===== src/rtl/uart_tx_frame_if.sv =====
// Producer-side handshake for uart_tx_frame: a word on data qualified by req,
// accepted on any rising edge where req && rdy.
interface uart_tx_frame_if #(
    parameter int DATA_BITS = 8
);
    logic                 req;
    logic [DATA_BITS-1:0] data;
    logic                 rdy;

    modport master (output req, output data, input rdy);
    modport slave  (input req, input data, output rdy);
endinterface


===== src/rtl/uart_tx_frame.sv =====
// Parametrised UART transmitter: one-word holding register feeding a
// start/data/parity/stop serialiser with a bit period counted in clock cycles.
module uart_tx_frame #(
    parameter int CLKS_PER_BIT = 5208,
    parameter int DATA_BITS    = 8,
    parameter int PARITY       = 0,
    parameter int STOP_BITS    = 1,
    parameter int MSB_FIRST    = 0
) (
    input  logic           clk,
    input  logic           clr,
    uart_tx_frame_if.slave tx_if,
    output logic           xmt,
    output logic           busy,
    output logic           done
);
    localparam int TICK_W = (CLKS_PER_BIT > 2) ? $clog2(CLKS_PER_BIT) : 1;
    localparam int BIT_W  = $clog2(DATA_BITS + 1);

    localparam logic [2:0] S_IDLE   = 3'd0;
    localparam logic [2:0] S_START  = 3'd1;
    localparam logic [2:0] S_DATA   = 3'd2;
    localparam logic [2:0] S_PARITY = 3'd3;
    localparam logic [2:0] S_STOP   = 3'd4;

    generate
        if (CLKS_PER_BIT < 2 || DATA_BITS < 5 || DATA_BITS > 9 ||
            PARITY < 0 || PARITY > 2 || STOP_BITS < 1 || STOP_BITS > 2 ||
            MSB_FIRST < 0 || MSB_FIRST > 1) begin : g_bad_params
            $fatal(1, "uart_tx_frame: illegal parameter value");
        end
    endgenerate

    logic [2:0]           state_q, state_d;
    logic [TICK_W-1:0]    tick_q, tick_d;
    logic [BIT_W-1:0]     bit_q, bit_d;
    logic [DATA_BITS-1:0] shift_q, shift_d;
    logic [DATA_BITS-1:0] hold_q, hold_d;
    logic                 valid_q, valid_d;
    logic                 par_q, par_d;
    logic                 xmt_q, xmt_d;
    logic                 tick_last;
    logic                 stop_last;

    assign tick_last = (tick_q == TICK_W'(CLKS_PER_BIT - 1));
    assign stop_last = (bit_q == BIT_W'(STOP_BITS - 1));

    assign tx_if.rdy = !valid_q;
    assign xmt       = xmt_q;
    assign busy      = (state_q != S_IDLE);
    assign done      = (state_q == S_STOP) && tick_last && stop_last;

    always_comb begin
        state_d = state_q;
        tick_d  = tick_q;
        bit_d   = bit_q;
        shift_d = shift_q;
        hold_d  = hold_q;
        valid_d = valid_q;
        par_d   = par_q;
        xmt_d   = 1'b1;

        // rdy is low whenever valid is set, so accept and transfer never collide
        if (tx_if.req && !valid_q) begin
            hold_d  = tx_if.data;
            valid_d = 1'b1;
        end

        case (state_q)
            S_IDLE: begin
                tick_d = '0;
                bit_d  = '0;
            end
            S_START: begin
                tick_d = tick_q + 1'b1;
                if (tick_last) begin
                    state_d = S_DATA;
                    tick_d  = '0;
                    bit_d   = '0;
                end
            end
            S_DATA: begin
                tick_d = tick_q + 1'b1;
                if (tick_last) begin
                    tick_d  = '0;
                    bit_d   = bit_q + 1'b1;
                    shift_d = (MSB_FIRST != 0) ? {shift_q[DATA_BITS-2:0], 1'b0}
                                               : {1'b0, shift_q[DATA_BITS-1:1]};
                    if (bit_q == BIT_W'(DATA_BITS - 1)) begin
                        state_d = (PARITY != 0) ? S_PARITY : S_STOP;
                        bit_d   = '0;
                    end
                end
            end
            S_PARITY: begin
                tick_d = tick_q + 1'b1;
                if (tick_last) begin
                    state_d = S_STOP;
                    tick_d  = '0;
                    bit_d   = '0;
                end
            end
            S_STOP: begin
                tick_d = tick_q + 1'b1;
                if (tick_last) begin
                    tick_d = '0;
                    bit_d  = bit_q + 1'b1;
                    if (stop_last) begin
                        state_d = S_IDLE;
                        bit_d   = '0;
                    end
                end
            end
            default: begin
                state_d = S_IDLE;
                tick_d  = '0;
                bit_d   = '0;
            end
        endcase

        // Word transfer: from IDLE, or straight out of the last stop cycle
        if (valid_q && (state_q == S_IDLE || (state_q == S_STOP && tick_last && stop_last))) begin
            state_d = S_START;
            tick_d  = '0;
            bit_d   = '0;
            shift_d = hold_q;
            par_d   = (^hold_q) ^ (PARITY == 2);
            valid_d = 1'b0;
        end

        // Line level is registered from the next state so xmt changes with the state
        case (state_d)
            S_START:  xmt_d = 1'b0;
            S_DATA:   xmt_d = (MSB_FIRST != 0) ? shift_d[DATA_BITS-1] : shift_d[0];
            S_PARITY: xmt_d = par_d;
            default:  xmt_d = 1'b1;
        endcase
    end

    always_ff @(posedge clk or posedge clr) begin
        if (clr) begin
            state_q <= S_IDLE;
            tick_q  <= '0;
            bit_q   <= '0;
            shift_q <= '0;
            hold_q  <= '0;
            valid_q <= 1'b0;
            par_q   <= 1'b0;
            xmt_q   <= 1'b1;
        end else begin
            state_q <= state_d;
            tick_q  <= tick_d;
            bit_q   <= bit_d;
            shift_q <= shift_d;
            hold_q  <= hold_d;
            valid_q <= valid_d;
            par_q   <= par_d;
            xmt_q   <= xmt_d;
        end
    end
endmodule


===== src/flat_wrapper.sv =====
// flat-port wrapper written by rule: the top's interface ports become plain ports
module uart_tx_frame_flat 
#(
    parameter int CLKS_PER_BIT = 5208,
    parameter int DATA_BITS    = 8,
    parameter int PARITY       = 0,
    parameter int STOP_BITS    = 1,
    parameter int MSB_FIRST    = 0
)
  (clk, clr, xmt, busy, done, tx_if_req, tx_if_data, tx_if_rdy);
  uart_tx_frame_if #(.DATA_BITS(DATA_BITS)) tx_if_i ();
  input  logic clk;
  input  logic clr;
  output logic xmt;
  output logic busy;
  output logic done;
  input wire logic [$bits(tx_if_i.req)-1:0] tx_if_req;
  input wire logic [$bits(tx_if_i.data)-1:0] tx_if_data;
  output wire logic [$bits(tx_if_i.rdy)-1:0] tx_if_rdy;
  assign tx_if_i.req = tx_if_req;
  assign tx_if_i.data = tx_if_data;
  assign tx_if_rdy = tx_if_i.rdy;
  uart_tx_frame #(.CLKS_PER_BIT(CLKS_PER_BIT), .DATA_BITS(DATA_BITS), .PARITY(PARITY), .STOP_BITS(STOP_BITS), .MSB_FIRST(MSB_FIRST)) u_core (.clk(clk), .clr(clr), .tx_if(tx_if_i), .xmt(xmt), .busy(busy), .done(done));
endmodule

===== config.mk =====
export PLATFORM = sky130hd
export DESIGN_NAME = uart_tx_frame_flat
export DESIGN_NICKNAME = d
export VERILOG_FILES = /design/src/rtl/uart_tx_frame_if.sv /design/src/rtl/uart_tx_frame.sv /design/src/flat_wrapper.sv
export SDC_FILE = /design/constraint.sdc
export NUM_CORES = 1
export LEC_CHECK = 0
export CAP_MARGIN = 20
export CORE_ASPECT_RATIO = 0.6
export CORE_MARGIN = 5
export CORE_UTILIZATION = 40
export DETAILED_ROUTE_END_ITERATION = 10
export HOLD_SLACK_MARGIN = 0.02
export MAX_ROUTING_LAYER = met4
export PLACE_DENSITY_LB_ADDON = 0.2
export SLEW_MARGIN = 25
export SYNTH_ARGS = -nofsm -noshare
export SYNTH_HDL_FRONTEND = slang
export SYNTH_SLANG_ARGS = --single-unit

===== constraint.sdc =====
create_clock -name clk -period 2.2 [get_ports clk]
set_input_delay 0.44 -clock clk [delete_from_list [all_inputs] [get_ports clk]]
set_output_delay 0.44 -clock clk [all_outputs]
set_load 0.02 [all_outputs]

==> results_dict.tcl <==
set metrics [dict create \
    die_h_um 64.0 \
    routed_via_density 4.97 \
    cts.path.max_buffers 2 \
    final_area_um2 2520 \
    dpl_cell_area_um2 2370 \
    worst_pin_slew_ns 0.640 \
    min_path_cells 1 \
    syn-cell-area_um2 1950 \
    crit_path_end_kind "primary output" \
    p_per_area_nw_per_um2 960 \
    fmax_mhz 439 \
    firstDrtPassIters 4 \
    row_count 19 \
    violations "negative setup slack" \
    reg2reg_to "u_core.xmt" \
    cp-endpoint "done" \
    r2r_setup_slack_ns -0.06 \
    required_ns 1.76 \
    netlist_top_cells_area "dfrtp_1, xnor2_1, mux2_2" \
    grt_max_degree 40 \
    io_buffer_count 14 \
    cp-start-kind "register" \
    syn_nets 194 \
    synth_edf_count 0 \
    yosys.cell_count.top_type "dfrtp_1" \
    ff2ff_path_depth 7 \
    path_clk_slew_ns 0.07 \
    drt_wl_total_um 4140 \
    synth-seq-cells 39 \
    synth_area_leader_cell "dfrtp_1" \
    grt_pass1_wl_um 7190 \
    dpl_worst_slack_ns -0.307 \
    grt-ovfl-total 0 \
    synth_ff_type "dfrtp_1" \
    clock_latency_ns 0.29 \
    die_w_um 100 \
    drv_cap 0 \
    cts.sink_count 39 \
    critical_path.startpoint "u_core.tick_q[9]" \
    setup_ws_ns -0.0795 \
    ant_nets 0 \
    initial_core_util_pct 42.0 \
    critPathArrivalTime_ns 1.84 \
    dr_total_vias 1451 \
    ir_drop_mv 0.716 \
    fp.dieArea_um2 6400 \
    top_level_ports 15 \
    synthTopCellsByCount "dfrtp_1, nor2_1, xnor2_1" \
    synth.avg_cell_area_um2 10.8 \
    dp_hpwl_um 3050 \
    cts_tree "built" \
    postSynthCellCount 180 \
    power.total_mw 2.42 \
    syn_to_final_growth_pct 29.4 \
    holdBufCountCts 0 \
    critPathMaxFanout 2 \
    drive_gt1_share_pct 25.8 \
    post-route-min-period_ns 2.28 \
    routedWlPerCell_um 14.2 \
    dp.cells 281 \
    r2r_start "u_core.tick_q[9]" \
    drc_errors 0 \
    yosysSeqAreaShare_pct 50.2 \
    gp_congestion 0.828 \
    fin_skew_ns 0.00611 \
    synth_top_area_share_pct 48.9 \
    cts-root-buf "clkbuf_8" \
    leakage_nw 1.19 \
    numCtsBuffers 5 \
    finalCritPeriodShare_pct 104 \
    slew_headroom_pct 57.0 \
    worstSetupPathType "reg -> out" \
    diodes 0 \
    track_usage_pct 14.7 \
    hold_path_class "reg -> reg" \
    hold_viol_final 0 \
    grt_antenna_before_repair 0 \
    async_reset_ff_share_pct 100 \
    yosysWarnings 0 \
    rsz0062_at_grt "true" \
    setup_viol 8 \
    synth.distinct_cells 43 \
    coreArea_um2 4640 \
    htreeDepth 2 \
    instances_no_fill 292 \
    fin_nets 242 \
    report.final.slew_viol_count 0 \
    grt_pass1_vias 1532 \
    drtIter0Drc 81 \
    outcome "finished with violations" \
]
-- kinds of logic (layout without fill, tap and decap cells) --
logic type      count (synthesis)  in the layout  share of synthesized area [%]
simple gates                   62             62                           17.2
flops                          39             39                           50.2
compound gates                 36             36                           14.1
xor+xnor                       18             18                           8.10
buf+inv                        13             62                           3.34
mux                             9              9                           5.08
fa+ha+maj                       3              3                           1.93
-- power breakdown --
part           total (mW)  internal (mW)  leakage, nW  switching, mW
combinational       0.797          0.462        0.650          0.335
clock               0.541          0.285       0.0505          0.256
sequential           1.08          0.932        0.491          0.146
total                2.42           1.68         1.19          0.737
-- cell usage in the layout, fill, tap and decap left out, types with 2 or more instances in the layout --
master / synthesis / layout
clkdlybuf4s50_1: 0 / 13
and3_1: 9 / 9
mux2i_1: 2 / 2
inv_1: 8 / 8
nor2_1: 19 / 19
nand2_1: 11 / 11
nor2b_1: 3 / 3
buf_4: 0 / 29
buf_6: 2 / 4
nand3_1: 5 / 5
nor3_1: 3 / 2
xor2_1: 5 / 5
clkbuf_8: 0 / 7
a21oi_1: 3 / 3
or3b_2: 2 / 2
a21o_1: 8 / 8
dfrtp_1: 38 / 38
ha_1: 3 / 3
a22o_1: 6 / 6
o21ai_0: 8 / 8
mux2_2: 7 / 7
xnor2_1: 13 / 13
-- flip-flops by register name (all words and copies together) (netlist names) --
name	count
u_core.bit_q	4
u_core.hold_q	8
u_core.par_q	1
u_core.shift_q	8
u_core.state_q	3
u_core.tick_q	13
u_core.valid_q	1
u_core.xmt	1
-- metrics by stage --
stage          util (%)  hold WS, ns  setup TNS, ns
6_report           54.3        0.485         -0.307
5_1_grt            54.3        0.511         -0.900
4_1_cts            54.3        0.490         -0.396
3_5_place_dp       51.1        0.472          -1.34
3_3_place_gp       51.1        0.461         -0.979
2_1_floorplan         -        0.440        -0.0670
-- critical path, stage by stage (launching register included) --
cell,delay [ns]
dfrtp_1,0.38
or4b_4,0.54
or3_4,0.37
nor3_4,0.13
buf_6,0.14
-- how the worst min path moves through the flow --
stage,from,to,slack [ns]
final,u_core.shift_q[1],u_core.shift_q[1],0.48
after global routing,u_core.shift_q[6],u_core.shift_q[6],0.51
after CTS,u_core.shift_q[1],u_core.shift_q[1],0.49
after detailed placement,u_core.shift_q[4],u_core.shift_q[4],0.47
after global placement,u_core.shift_q[5],u_core.shift_q[5],0.46
after floorplan,u_core.tick_q[0],u_core.tick_q[0],0.44
-- cell type report --
class	instances	area (um^2)
Fill cell	420	2120
Multi-Input combinational cell	128	935
Clock inverter	1	7.51
Inverter	8	30.0
Tap cell	63	78.8
Sequential cell	39	977
Timing Repair Buffer	46	393
Clock buffer	7	96.3
-- repair_timing --
item                                    CTS  global route
setup buffers                             3             0
endpoints found under the setup margin   11            15
gates resized for setup                  11             1
pin swaps                                 4             2
-- layer usage --
metal,wire (um),track usage [%],vias up
li1,-,-,730
met4,21,3.87,0
met1,2160,20.7,694
met3,177,4.02,4
met5,0,-,-
met2,1780,20.8,23
(Power assumes the default switching activity.)
